<file path="src/rtl/m_control_pkg.sv">
// Shared definitions for the M-extension sequencing controller:
// op encodings, ALU mux encodings, FSM state type and mux-select helpers.
package m_control_pkg;

  localparam int XLEN_DEFAULT      = 32;
  localparam int DIV_ITERS_DEFAULT = 32;

  // funct3 encodings of the RV32M operations
  localparam int         M_OP_W      = 3;
  localparam logic [2:0] M_OP_MUL    = 3'd0;
  localparam logic [2:0] M_OP_MULH   = 3'd1;
  localparam logic [2:0] M_OP_MULHSU = 3'd2;
  localparam logic [2:0] M_OP_MULHU  = 3'd3;
  localparam logic [2:0] M_OP_DIV    = 3'd4;
  localparam logic [2:0] M_OP_DIVU   = 3'd5;
  localparam logic [2:0] M_OP_REM    = 3'd6;
  localparam logic [2:0] M_OP_REMU   = 3'd7;

  // ALU mux encodings
  localparam int MUX_MULTA_LENGTH   = 2;
  localparam int MUX_MULTB_LENGTH   = 2;
  localparam int MUX_DIV_REM_LENGTH = 1;

  localparam logic [MUX_MULTA_LENGTH-1:0]   MUX_MULTA_ZERO     = 2'd0;
  localparam logic [MUX_MULTA_LENGTH-1:0]   MUX_MULTA_UNSIGNED = 2'd1;
  localparam logic [MUX_MULTA_LENGTH-1:0]   MUX_MULTA_SIGNED   = 2'd2;
  localparam logic [MUX_MULTB_LENGTH-1:0]   MUX_MULTB_ZERO     = 2'd0;
  localparam logic [MUX_MULTB_LENGTH-1:0]   MUX_MULTB_UNSIGNED = 2'd1;
  localparam logic [MUX_MULTB_LENGTH-1:0]   MUX_MULTB_SIGNED   = 2'd2;
  localparam logic [MUX_DIV_REM_LENGTH-1:0] MUX_DIV_REM_R      = 1'b0;
  localparam logic [MUX_DIV_REM_LENGTH-1:0] MUX_DIV_REM_Z      = 1'b1;

  typedef enum logic [2:0] {
    ST_IDLE,
    ST_MUL,
    ST_DIV_ITER,
    ST_DIV_FIX,
    ST_DONE
  } m_ctrl_state_t;

  // Multiplier A (rs1) is signed for MULH and MULHSU
  function automatic logic [MUX_MULTA_LENGTH-1:0] mul_sel_a(input logic [M_OP_W-1:0] op);
    return (op == M_OP_MULH || op == M_OP_MULHSU) ? MUX_MULTA_SIGNED : MUX_MULTA_UNSIGNED;
  endfunction

  // Multiplier B (rs2) is signed only for MULH
  function automatic logic [MUX_MULTB_LENGTH-1:0] mul_sel_b(input logic [M_OP_W-1:0] op);
    return (op == M_OP_MULH) ? MUX_MULTB_SIGNED : MUX_MULTB_UNSIGNED;
  endfunction

endpackage

</file>
<file path="src/rtl/m_control_if.sv">
// Request/response handshake between the execute stage and the M controller.
interface m_control_if
  import m_control_pkg::*;
#(
  parameter int XLEN = XLEN_DEFAULT
) ();

  logic              valid_i;
  logic              ready_o;
  logic [M_OP_W-1:0] op_i;
  logic [XLEN-1:0]   rs1_i;
  logic [XLEN-1:0]   rs2_i;
  logic              abort_i;
  logic [XLEN-1:0]   result_o;
  logic              result_valid_o;
  logic              result_ready_i;

  // Execute-stage side
  modport master (
    output valid_i, op_i, rs1_i, rs2_i, abort_i, result_ready_i,
    input  ready_o, result_o, result_valid_o
  );

  // Controller side
  modport slave (
    input  valid_i, op_i, rs1_i, rs2_i, abort_i, result_ready_i,
    output ready_o, result_o, result_valid_o
  );

endinterface

</file>
<file path="src/rtl/m_control_operand_prep.sv">
// Combinational operand classification and sign/magnitude preparation
// for the division path, including the early-resolved corner cases.
module m_control_operand_prep
  import m_control_pkg::*;
#(
  parameter int XLEN = XLEN_DEFAULT
) (
  input  logic [M_OP_W-1:0] i_op,
  input  logic [XLEN-1:0]   i_rs1,
  input  logic [XLEN-1:0]   i_rs2,
  output logic              o_is_div,
  output logic              o_is_rem,
  output logic              o_div_zero,
  output logic              o_overflow,
  output logic              o_neg_q,
  output logic              o_neg_r,
  output logic [XLEN-1:0]   o_rs1_mag,
  output logic [XLEN-1:0]   o_rs2_mag
);

  logic w_signed;

  localparam logic [XLEN-1:0] MOST_NEG = {1'b1, {(XLEN-1){1'b0}}};

  // DIV/REM are the signed division ops (funct3 bit 0 clear)
  assign o_is_div = i_op[2];
  assign o_is_rem = i_op[2] & i_op[1];
  assign w_signed = i_op[2] & ~i_op[0];

  // Two's complement negation of the most negative value yields itself,
  // which read as unsigned is exactly the required magnitude.
  assign o_rs1_mag = (w_signed && i_rs1[XLEN-1]) ? (~i_rs1 + 1'b1) : i_rs1;
  assign o_rs2_mag = (w_signed && i_rs2[XLEN-1]) ? (~i_rs2 + 1'b1) : i_rs2;

  assign o_div_zero = (i_rs2 == '0);
  assign o_overflow = w_signed && (i_rs1 == MOST_NEG) && (i_rs2 == '1);
  assign o_neg_q    = w_signed && (i_rs1[XLEN-1] ^ i_rs2[XLEN-1]);
  assign o_neg_r    = w_signed && i_rs1[XLEN-1];

endmodule

</file>
<file path="src/rtl/m_control.sv">
// Sequencing controller for the M-extension ALU: accepts one RV32M op,
// drives the multiplier selects or runs a restoring division, and returns
// the result over a valid/ready handshake.
module m_control
  import m_control_pkg::*;
#(
  parameter int XLEN      = XLEN_DEFAULT,
  parameter int DIV_ITERS = DIV_ITERS_DEFAULT
) (
  input  logic                          clk,
  input  logic                          resetn,
  m_control_if.slave                    bus,
  output logic [MUX_MULTA_LENGTH-1:0]   mux_multA_o,
  output logic [MUX_MULTB_LENGTH-1:0]   mux_multB_o,
  output logic [MUX_DIV_REM_LENGTH-1:0] mux_div_rem_o,
  output logic [XLEN-1:0]               R_o,
  output logic [2*XLEN-2:0]             D_o,
  output logic [XLEN-1:0]               Z_o,
  input  logic [XLEN-1:0]               sub_result_i,
  input  logic [XLEN-1:0]               div_rem_i,
  input  logic [XLEN-1:0]               div_rem_neg_i,
  input  logic [2*XLEN-1:0]             product_i
);

  localparam int CNT_W = (DIV_ITERS > 1) ? $clog2(DIV_ITERS) : 1;
  localparam logic [XLEN-1:0] MOST_NEG = {1'b1, {(XLEN-1){1'b0}}};

  m_ctrl_state_t                 r_state;
  logic [XLEN-1:0]               r_R;
  logic [2*XLEN-2:0]             r_D;
  logic [XLEN-1:0]               r_Z;
  logic [XLEN-1:0]               r_result;
  logic                          r_result_valid;
  logic [MUX_MULTA_LENGTH-1:0]   r_mux_a;
  logic [MUX_MULTB_LENGTH-1:0]   r_mux_b;
  logic [MUX_DIV_REM_LENGTH-1:0] r_mux_dr;
  logic [M_OP_W-1:0]             r_op;
  logic [CNT_W-1:0]              r_cnt;
  logic                          r_neg_q;
  logic                          r_neg_r;

  logic            w_is_div, w_is_rem, w_div_zero, w_overflow, w_neg_q, w_neg_r;
  logic [XLEN-1:0] w_rs1_mag, w_rs2_mag;
  logic            w_fits;

  m_control_operand_prep #(.XLEN(XLEN)) u_prep (
    .i_op       (bus.op_i),
    .i_rs1      (bus.rs1_i),
    .i_rs2      (bus.rs2_i),
    .o_is_div   (w_is_div),
    .o_is_rem   (w_is_rem),
    .o_div_zero (w_div_zero),
    .o_overflow (w_overflow),
    .o_neg_q    (w_neg_q),
    .o_neg_r    (w_neg_r),
    .o_rs1_mag  (w_rs1_mag),
    .o_rs2_mag  (w_rs2_mag)
  );

  // The divisor only fits once its upper bits have shifted out of range of R
  assign w_fits = (r_D[2*XLEN-2:XLEN] == '0) && (r_R >= r_D[XLEN-1:0]);

  assign bus.ready_o        = resetn && (r_state == ST_IDLE);
  assign bus.result_o       = r_result;
  assign bus.result_valid_o = r_result_valid;
  assign mux_multA_o        = r_mux_a;
  assign mux_multB_o        = r_mux_b;
  assign mux_div_rem_o      = r_mux_dr;
  assign R_o                = r_R;
  assign D_o                = r_D;
  assign Z_o                = r_Z;

  // Controller FSM with registered outputs; abort overrides any state
  always_ff @(posedge clk) begin
    if (!resetn) begin
      r_state        <= ST_IDLE;
      r_R            <= '0;
      r_D            <= '0;
      r_Z            <= '0;
      r_result       <= '0;
      r_result_valid <= 1'b0;
      r_mux_a        <= MUX_MULTA_ZERO;
      r_mux_b        <= MUX_MULTB_ZERO;
      r_mux_dr       <= MUX_DIV_REM_R;
      r_op           <= '0;
      r_cnt          <= '0;
      r_neg_q        <= 1'b0;
      r_neg_r        <= 1'b0;
    end else if (bus.abort_i) begin
      r_state        <= ST_IDLE;
      r_result_valid <= 1'b0;
      r_mux_a        <= MUX_MULTA_ZERO;
      r_mux_b        <= MUX_MULTB_ZERO;
      r_mux_dr       <= MUX_DIV_REM_R;
    end else begin
      case (r_state)
        ST_IDLE: begin
          if (bus.valid_i) begin
            r_op <= bus.op_i;
            if (!w_is_div) begin
              r_R     <= bus.rs1_i;
              r_D     <= {bus.rs2_i, {(XLEN-1){1'b0}}};
              r_mux_a <= mul_sel_a(bus.op_i);
              r_mux_b <= mul_sel_b(bus.op_i);
              r_state <= ST_MUL;
            end else if (w_div_zero) begin
              r_result       <= w_is_rem ? bus.rs1_i : '1;
              r_result_valid <= 1'b1;
              r_state        <= ST_DONE;
            end else if (w_overflow) begin
              r_result       <= w_is_rem ? '0 : MOST_NEG;
              r_result_valid <= 1'b1;
              r_state        <= ST_DONE;
            end else begin
              r_R      <= w_rs1_mag;
              r_D      <= {w_rs2_mag, {(XLEN-1){1'b0}}};
              r_Z      <= '0;
              r_cnt    <= CNT_W'(DIV_ITERS - 1);
              r_neg_q  <= w_neg_q;
              r_neg_r  <= w_neg_r;
              r_mux_dr <= w_is_rem ? MUX_DIV_REM_R : MUX_DIV_REM_Z;
              r_state  <= ST_DIV_ITER;
            end
          end
        end
        ST_MUL: begin
          r_result       <= (r_op == M_OP_MUL) ? product_i[XLEN-1:0] : product_i[2*XLEN-1:XLEN];
          r_result_valid <= 1'b1;
          r_mux_a        <= MUX_MULTA_ZERO;
          r_mux_b        <= MUX_MULTB_ZERO;
          r_state        <= ST_DONE;
        end
        ST_DIV_ITER: begin
          if (w_fits) begin
            r_R <= sub_result_i;
          end
          r_Z <= {r_Z[XLEN-2:0], w_fits};
          r_D <= r_D >> 1;
          if (r_cnt == '0) begin
            r_state <= ST_DIV_FIX;
          end else begin
            r_cnt <= r_cnt - 1'b1;
          end
        end
        ST_DIV_FIX: begin
          r_result       <= (r_op[1] ? r_neg_r : r_neg_q) ? div_rem_neg_i : div_rem_i;
          r_result_valid <= 1'b1;
          r_state        <= ST_DONE;
        end
        ST_DONE: begin
          if (bus.result_ready_i) begin
            r_result_valid <= 1'b0;
            r_mux_dr       <= MUX_DIV_REM_R;
            r_state        <= ST_IDLE;
          end
        end
        default: begin
          r_state <= ST_IDLE;
        end
      endcase
    end
  end

endmodule
</file>
<file path="src/flat_wrapper.sv">
// flat-port wrapper written by rule: the top's interface ports become plain ports
module m_control_flat import m_control_pkg::*;
#(
  parameter int XLEN      = XLEN_DEFAULT,
  parameter int DIV_ITERS = DIV_ITERS_DEFAULT
)
  (clk, resetn, mux_multA_o, mux_multB_o, mux_div_rem_o, R_o, D_o, Z_o, sub_result_i, div_rem_i, div_rem_neg_i, product_i, bus_valid_i, bus_op_i, bus_rs1_i, bus_rs2_i, bus_abort_i, bus_result_ready_i, bus_ready_o, bus_result_o, bus_result_valid_o);
  m_control_if #(.XLEN(XLEN)) bus_i ();
  input  logic clk;
  input  logic resetn;
  output logic [MUX_MULTA_LENGTH-1:0] mux_multA_o;
  output logic [MUX_MULTB_LENGTH-1:0] mux_multB_o;
  output logic [MUX_DIV_REM_LENGTH-1:0] mux_div_rem_o;
  output logic [XLEN-1:0] R_o;
  output logic [2*XLEN-2:0] D_o;
  output logic [XLEN-1:0] Z_o;
  input  logic [XLEN-1:0] sub_result_i;
  input  logic [XLEN-1:0] div_rem_i;
  input  logic [XLEN-1:0] div_rem_neg_i;
  input  logic [2*XLEN-1:0] product_i;
  input wire logic [$bits(bus_i.valid_i)-1:0] bus_valid_i;
  input wire logic [$bits(bus_i.op_i)-1:0] bus_op_i;
  input wire logic [$bits(bus_i.rs1_i)-1:0] bus_rs1_i;
  input wire logic [$bits(bus_i.rs2_i)-1:0] bus_rs2_i;
  input wire logic [$bits(bus_i.abort_i)-1:0] bus_abort_i;
  input wire logic [$bits(bus_i.result_ready_i)-1:0] bus_result_ready_i;
  output wire logic [$bits(bus_i.ready_o)-1:0] bus_ready_o;
  output wire logic [$bits(bus_i.result_o)-1:0] bus_result_o;
  output wire logic [$bits(bus_i.result_valid_o)-1:0] bus_result_valid_o;
  assign bus_i.valid_i = bus_valid_i;
  assign bus_i.op_i = bus_op_i;
  assign bus_i.rs1_i = bus_rs1_i;
  assign bus_i.rs2_i = bus_rs2_i;
  assign bus_i.abort_i = bus_abort_i;
  assign bus_i.result_ready_i = bus_result_ready_i;
  assign bus_ready_o = bus_i.ready_o;
  assign bus_result_o = bus_i.result_o;
  assign bus_result_valid_o = bus_i.result_valid_o;
  m_control #(.XLEN(XLEN), .DIV_ITERS(DIV_ITERS)) u_core (.clk(clk), .resetn(resetn), .bus(bus_i), .mux_multA_o(mux_multA_o), .mux_multB_o(mux_multB_o), .mux_div_rem_o(mux_div_rem_o), .R_o(R_o), .D_o(D_o), .Z_o(Z_o), .sub_result_i(sub_result_i), .div_rem_i(div_rem_i), .div_rem_neg_i(div_rem_neg_i), .product_i(product_i));
endmodule
</file>
<file path="config.mk">
export PLATFORM = sky130hd
export DESIGN_NAME = m_control_flat
export DESIGN_NICKNAME = d
export VERILOG_FILES = /design/src/rtl/m_control_pkg.sv /design/src/rtl/m_control_if.sv /design/src/rtl/m_control_operand_prep.sv /design/src/rtl/m_control.sv /design/src/flat_wrapper.sv
export SDC_FILE = /design/constraint.sdc
export NUM_CORES = 1
export LEC_CHECK = 0
export BUFFER_PORTS_ARGS = -buffer_cell sky130_fd_sc_hd__buf_2
export CORE_UTILIZATION = 46
export DETAILED_ROUTE_END_ITERATION = 7
export GPL_TIMING_DRIVEN = 0
export PLACE_DENSITY = 0.78
export SLEW_MARGIN = 5
export SYNTH_ARGS = -nofsm -noshare
export SYNTH_HDL_FRONTEND = slang
export SYNTH_SLANG_ARGS = --single-unit
</file>
<file path="constraint.sdc">
create_clock -name clk -period 2.7 [get_ports clk]
set_input_delay 0 -clock clk [delete_from_list [all_inputs] [get_ports clk]]
set_output_delay 0 -clock clk [all_outputs]
set_load 0.02 [all_outputs]
</file>
* After elaboration in Yosys (flattened, before gate mapping)
Cells that the tools add are included.
Operators by class: add/sub/neg operators 3, magnitude comparators 1, eq/ne operators 20, multiplexer cells 61, bitwise operators 10, reduce and logical (&&, ||, !) cells 31
Operator list (number):
- 32-bit two-way mux | 19
- 63-bit two-way mux | 4
- 32-bit case mux with 2 select lines | 2
- 63-bit case mux with 2 select lines | 1
- 32-bit case mux with 3 select lines | 1
- 32-bit by 1-bit adder with 32-bit output (second input constant) | 2
- 32-bit equality test (second input constant) | 2
- 32-bit NOT | 2
- 32-bit >= comparator | 1
- 32-bit zero test | 1
- 31-bit zero test | 1
- 5-bit two-way mux | 5
- 6-bit AND reduction | 4
- 3-bit two-way mux | 6
- 5-bit AND reduction | 3
- 2-bit != test (second input constant) | 7
- 2-bit two-way mux | 6
- 3-bit case mux with 4 select lines | 1
- 1-bit two-way mux | 11
- 5-bit case mux with 2 select lines | 1
- 3-bit by 2-bit equality test with 1-bit output (second input constant) | 3
- 3-bit != test (second input constant) | 3
- 3-bit AND reduction | 3
- 2-bit case mux with 2 select lines | 2
- other kinds (17) | 35
Word-level totals: register bits after elaboration 178, input bits 232, output and inout bits 166, word-level logic and storage cells 139

* Longest topological paths before layout
depth in word-level cells 9, gate-level depth with buffers 13, mapped depth without buffers 9

* Hierarchy
Synthesis repeated with hierarchy kept, for this count alone.
Second synthesis, totals: cells, all modules 1515, area total of the unflattened synthesis 11944.0 µm²
By module, submodules not included:
- m_control | times used 1, cells each 1281, area an instance 10338.7 µm², sequential area each 3563.4 µm²
- m_control_operand_prep | times used 1, cells each 234, area an instance 1605.3 µm², sequential area each 0.0 µm²

* Least setup slack after synthesis
Ideal clock, no wire load.
path kind reg-to-reg, start point register u_core.r_D[13] (netlist: u_core.D_o[13]), end point register u_core.r_R[12] (netlist: u_core.R_o[12]), library setup time 0.128 ns, arrival 2.646 ns, required time 2.572 ns, path slack -0.075 ns, stages on the path, launching flop included 12, path buffers 2, period minus slack after synthesis 2.775 ns, path through dfxtp_1 inv_1 ha_1 nand4_1 or4_1 o32ai_1 o41ai_1 and3_1 clkbuf_1 nor2_1 clkbuf_1 o21ai_0
On the way: cells in the longest elaborated chain, start to end 4
Ends and longest elaborated chain:
- start, declared | RTL line m_control.sv:30 | logic [2*XLEN-2:0] r_D;
- start signal, assigned | RTL line m_control.sv:102 | r_D <= {bus.rs2_i, {(XLEN-1){1'b0}}};
- start signal, assigned | RTL line m_control.sv:116 | r_D <= {w_rs2_mag, {(XLEN-1){1'b0}}};
- start signal, assigned | RTL line m_control.sv:138 | r_D <= r_D >> 1;
- 32-bit >= comparator | RTL line m_control.sv:61 | assign w_fits = (r_D[2*XLEN-2:XLEN] == '0) && (r_R >= r_D[XLEN-1:0]);
- 1-bit logical AND | RTL line m_control.sv:61
- 2-bit by 1-bit != test with 1-bit output (no line)
- 6-bit AND reduction (no line)
- end signal, assigned | RTL line m_control.sv:101 | r_R <= bus.rs1_i;
- end signal, assigned | RTL line m_control.sv:115 | r_R <= w_rs1_mag;
- end signal, assigned | RTL line m_control.sv:135 | r_R <= sub_result_i;
- end, declared | RTL line m_control.sv:29 | logic [XLEN-1:0] r_R;
No other way between the ends. A chain may end at the register's enable or synchronous reset.

* Final worst setup path
start point register u_core.r_D[9] (netlist: u_core.D_o[9]), end point register u_core.r_R[7] (netlist: u_core.R_o[7])
The elaborated chain is that of the path after synthesis.

==> impl_results.md <==
- Run status: finished clean
- Largest net degree at the start of global routing: 17
- Gr busiest metal: met2
- Crit end category: register
- Routed vias: 13400
- Drt wl/cell: 20.4 microns
- Synth area leaders: dfxtp_1, nand2_1, a21oi_1, a211oi_1, ha_1
- Minimum clock period: 2.65 ns
- Fillers: 2153
- Share of power burned in registers: 40.3%
- Worst reg-to-reg path cell count: 11
- Vias in the first global route: 12300
- Register area: 0.00359 sq mm
- Placed Instances: 2163
- Fin worst setup slack: 0.0458 ns
- Clock Power Share: 37.6%
- Worst IR Drop VDD: 318 uV
- Final net count: 2178
- P per Cell Area: 471 mW/mm^2
- Reg clk slew, reported paths: 0.07 ns
- Area occupied by multi-input gates: 0.00692 sq mm
- Max Fclk: 377 MHz
- Met1 Usage GRT: 44.4%
- H-Tree Level Count: 4
- Internal power: 4.77 mW
- Kind of critical path: register to register
- Relative slew slack: 44.4%
- Mapped Nets: 1719
- Hold Fails Final Rpt: 0
- Die width: 156 microns
- Initial antenna violation count: 3
- CTS max path bufs: 2
- Final Setup Violations: 0
- Total Routed Length: 45700 microns
- Drt initial violations: 1295
- Final slew viol count: 0
- Die extent in y: 156 microns
- Worst hold path stage count: 5
- Gpl congestion: 0.983
- Core Area: 0.0234 sq mm
- Remaining antenna violation count: 0
- First-pass GRT wire length: 67800 microns
- Power, Total: 6.98 mW
- Switching power: 2.21 mW
- CTS tree: yes
- Final Instance Area: 0.0148 sq mm
- Setup tns final: 0 ns
- Fin Clk Skew: 0.0125 ns
- M2 GR Usage: 61.7%
- Die area: 0.0244 sq mm
- Async SR Flop Fraction: 0%
- Hpwl dp: 35800 microns
- Total iterations of the first detailed-routing run: 7
- Worst slack, placed: -0.861 ns
- Post-synthesis sequential area ratio: 32.6%
- Vias per inst: 5.99
- Nature of the critical path startpoint: register
- Sw frac: 31.6%
- Non-filler cells, final: 2243
- Most common cell in the netlist: nand2_1
- Share of layout cells above drive strength 1: 28.3%
- Placed Area: 0.0133 sq mm
- Max cap viols: 0
- Yosys cell types: 56
- Post-Syn Instances: 1450
- CP required: 2.99 ns
- Ys Warns: 0
- GR Util All Layers: 36.1%
- Final worst-path cycle share: 98.3%
- Synth top cells by count: nand2_1, dfxtp_1, a21oi_1, clkbuf_1, inv_1
- Crit path max fanout: 10
- Starting Density: 46.7%
- GRT overflow: 0
- WP data arrival: 2.94 ns
- Hold/Removal Path Class: input pin to register
- Measured slew at the worst slew-check pin: 0.834 ns
- Post-synth EDFFs: 0
- Syn avg cell area: 7.53 sq um
- Area leader, netlist: dfxtp_1
- Synth top area share: 32.6%
- Met3 usage: 6.39%
- Top-level port count: 398
- CTS Sinks: 178
- Comb power frac: 22.1%
- DR DRC count: 0
- Yosys reg bits: 178
- Leak pwr: 6.25 nW
- Number of port buffers: 394
- Synth-to-layout area growth: 35.6%
- Worst-Skew Late Latency: 0.44 ns
- CTS root buffer: clkbuf_16
- Main flop type after synthesis: dfxtp_1
- Synth Cell Area: 0.0109 sq mm
- Rows: 56
- CTS buffer count: 17
worst max-delay path: stages (launching register included):
cell	delay [ns]
dfxtp_2	0.35
inv_1	0.07
ha_4	0.27
nand4_1	0.13
or4_4	0.56
o32ai_4	0.22
o41ai_2	0.09
buf_4	0.17
and3_4	0.20
clkbuf_8	0.17
o211ai_1	0.18
o31ai_1	0.09
state kept, by name (all words and copies together) (netlist names):
name / count
u_core.D_o: 63
u_core.R_o: 32
u_core.Z_o: 32
u_core.bus.result_o: 32
u_core.bus.result_valid_o: 1
u_core.mux_div_rem_o: 1
u_core.mux_multA_o: 2
u_core.mux_multB_o: 2
u_core.r_cnt: 5
u_core.r_neg_q: 1
u_core.r_neg_r: 1
u_core.r_op: 3
u_core.r_state: 3
kinds of logic after synthesis:
kind of cell | count (synthesis) | synth area share (%)
buf+inv | 202 | 7.34
flops | 178 | 32.6
fa+ha+maj | 37 | 4.24
simple gates | 518 | 22.6
xor+xnor | 57 | 4.57
mux | 4 | 0.378
compound gates | 454 | 28.2
per-stage QoR:
step	hold slack, ns	util, %
after global placement	0.233	56.8
after global routing	0.0423	63.3
after detailed placement	0.236	56.8
after floorplan	0.116	-
after CTS	0.00883	62.1
final	0.0400	63.3
power groups by stage:
stage / Clock, mW / Sequential [mW] / Combinational, mW
2_1_floorplan: 0 / 2.92 / 0.690
5_1_grt: 2.71 / 2.82 / 1.65
6_report: 2.62 / 2.81 / 1.54
4_1_cts: 2.61 / 2.80 / 1.45
3_5_place_dp: 0 / 2.86 / 1.35
3_3_place_gp: 0 / 2.86 / 1.33
layout make-up:
| cell class | count | share of cell area (%) |
|---|---|---|
| Antenna cell | 2 | 0.0338 |
| Buffer | 123 | 3.80 |
| Clock buffer | 21 | 3.18 |
| Clock inverter | 11 | 0.947 |
| Inverter | 76 | 1.93 |
| Multi-Input combinational cell | 1070 | 46.8 |
| Sequential cell | 178 | 24.3 |
| Tap cell | 319 | 2.70 |
| Timing Repair Buffer | 443 | 16.4 |
cell usage in the layout (no fill, tap or decap), types with 15 or more instances in the layout:
cell type	count
a311oi_1	37
o22ai_1	32
o211ai_1	35
nand2_1	234
xor2_1	29
clkbuf_2	16
dlygate4sd3_1	33
nor2b_1	37
a211oi_1	62
o21ai_0	66
dfxtp_1	155
nor2_1	48
o211a_1	32
buf_4	16
dfxtp_2	22
clkbuf_16	17
a21oi_1	109
inv_1	75
nand4_1	34
buf_2	396
ha_1	32
xnor2_1	28
clkbuf_1	90
nor3_1	21
nand3_1	47
a31oi_1	15
nor4_1	40
path summary, 6_finish.rpt:
check | from | end | slack, ns
hold reg to reg | u_core.bus.result_o[30] | u_core.bus.result_o[30] | 0.46
setup / recovery | u_core.D_o[9] | u_core.R_o[7] | 0.05
hold / removal | sub_result_i[12] | u_core.R_o[12] | 0.04
setup reg to reg | u_core.D_o[9] | u_core.R_o[7] | 0.05
layer usage:
metal / routed length [microns] / part of all wire (%) / up-vias
li1: - / - / 6268
met1: 17900 / 39 / 6264
met2: 21900 / 48 / 790
met3: 4040 / 8.8 / 117
met4: 1810 / 4.0 / 2
met5: 11 / 0.024 / -
timing repair:
item,in CTS,in global routing
endpoints found under the hold margin,33,0
pin swaps,4,17
resized for setup,56,68
setup endpoints to repair,129,156
hold buffers,33,0
buffers inserted,6,9
cloned,1,0
(Power assumes the default switching activity.)
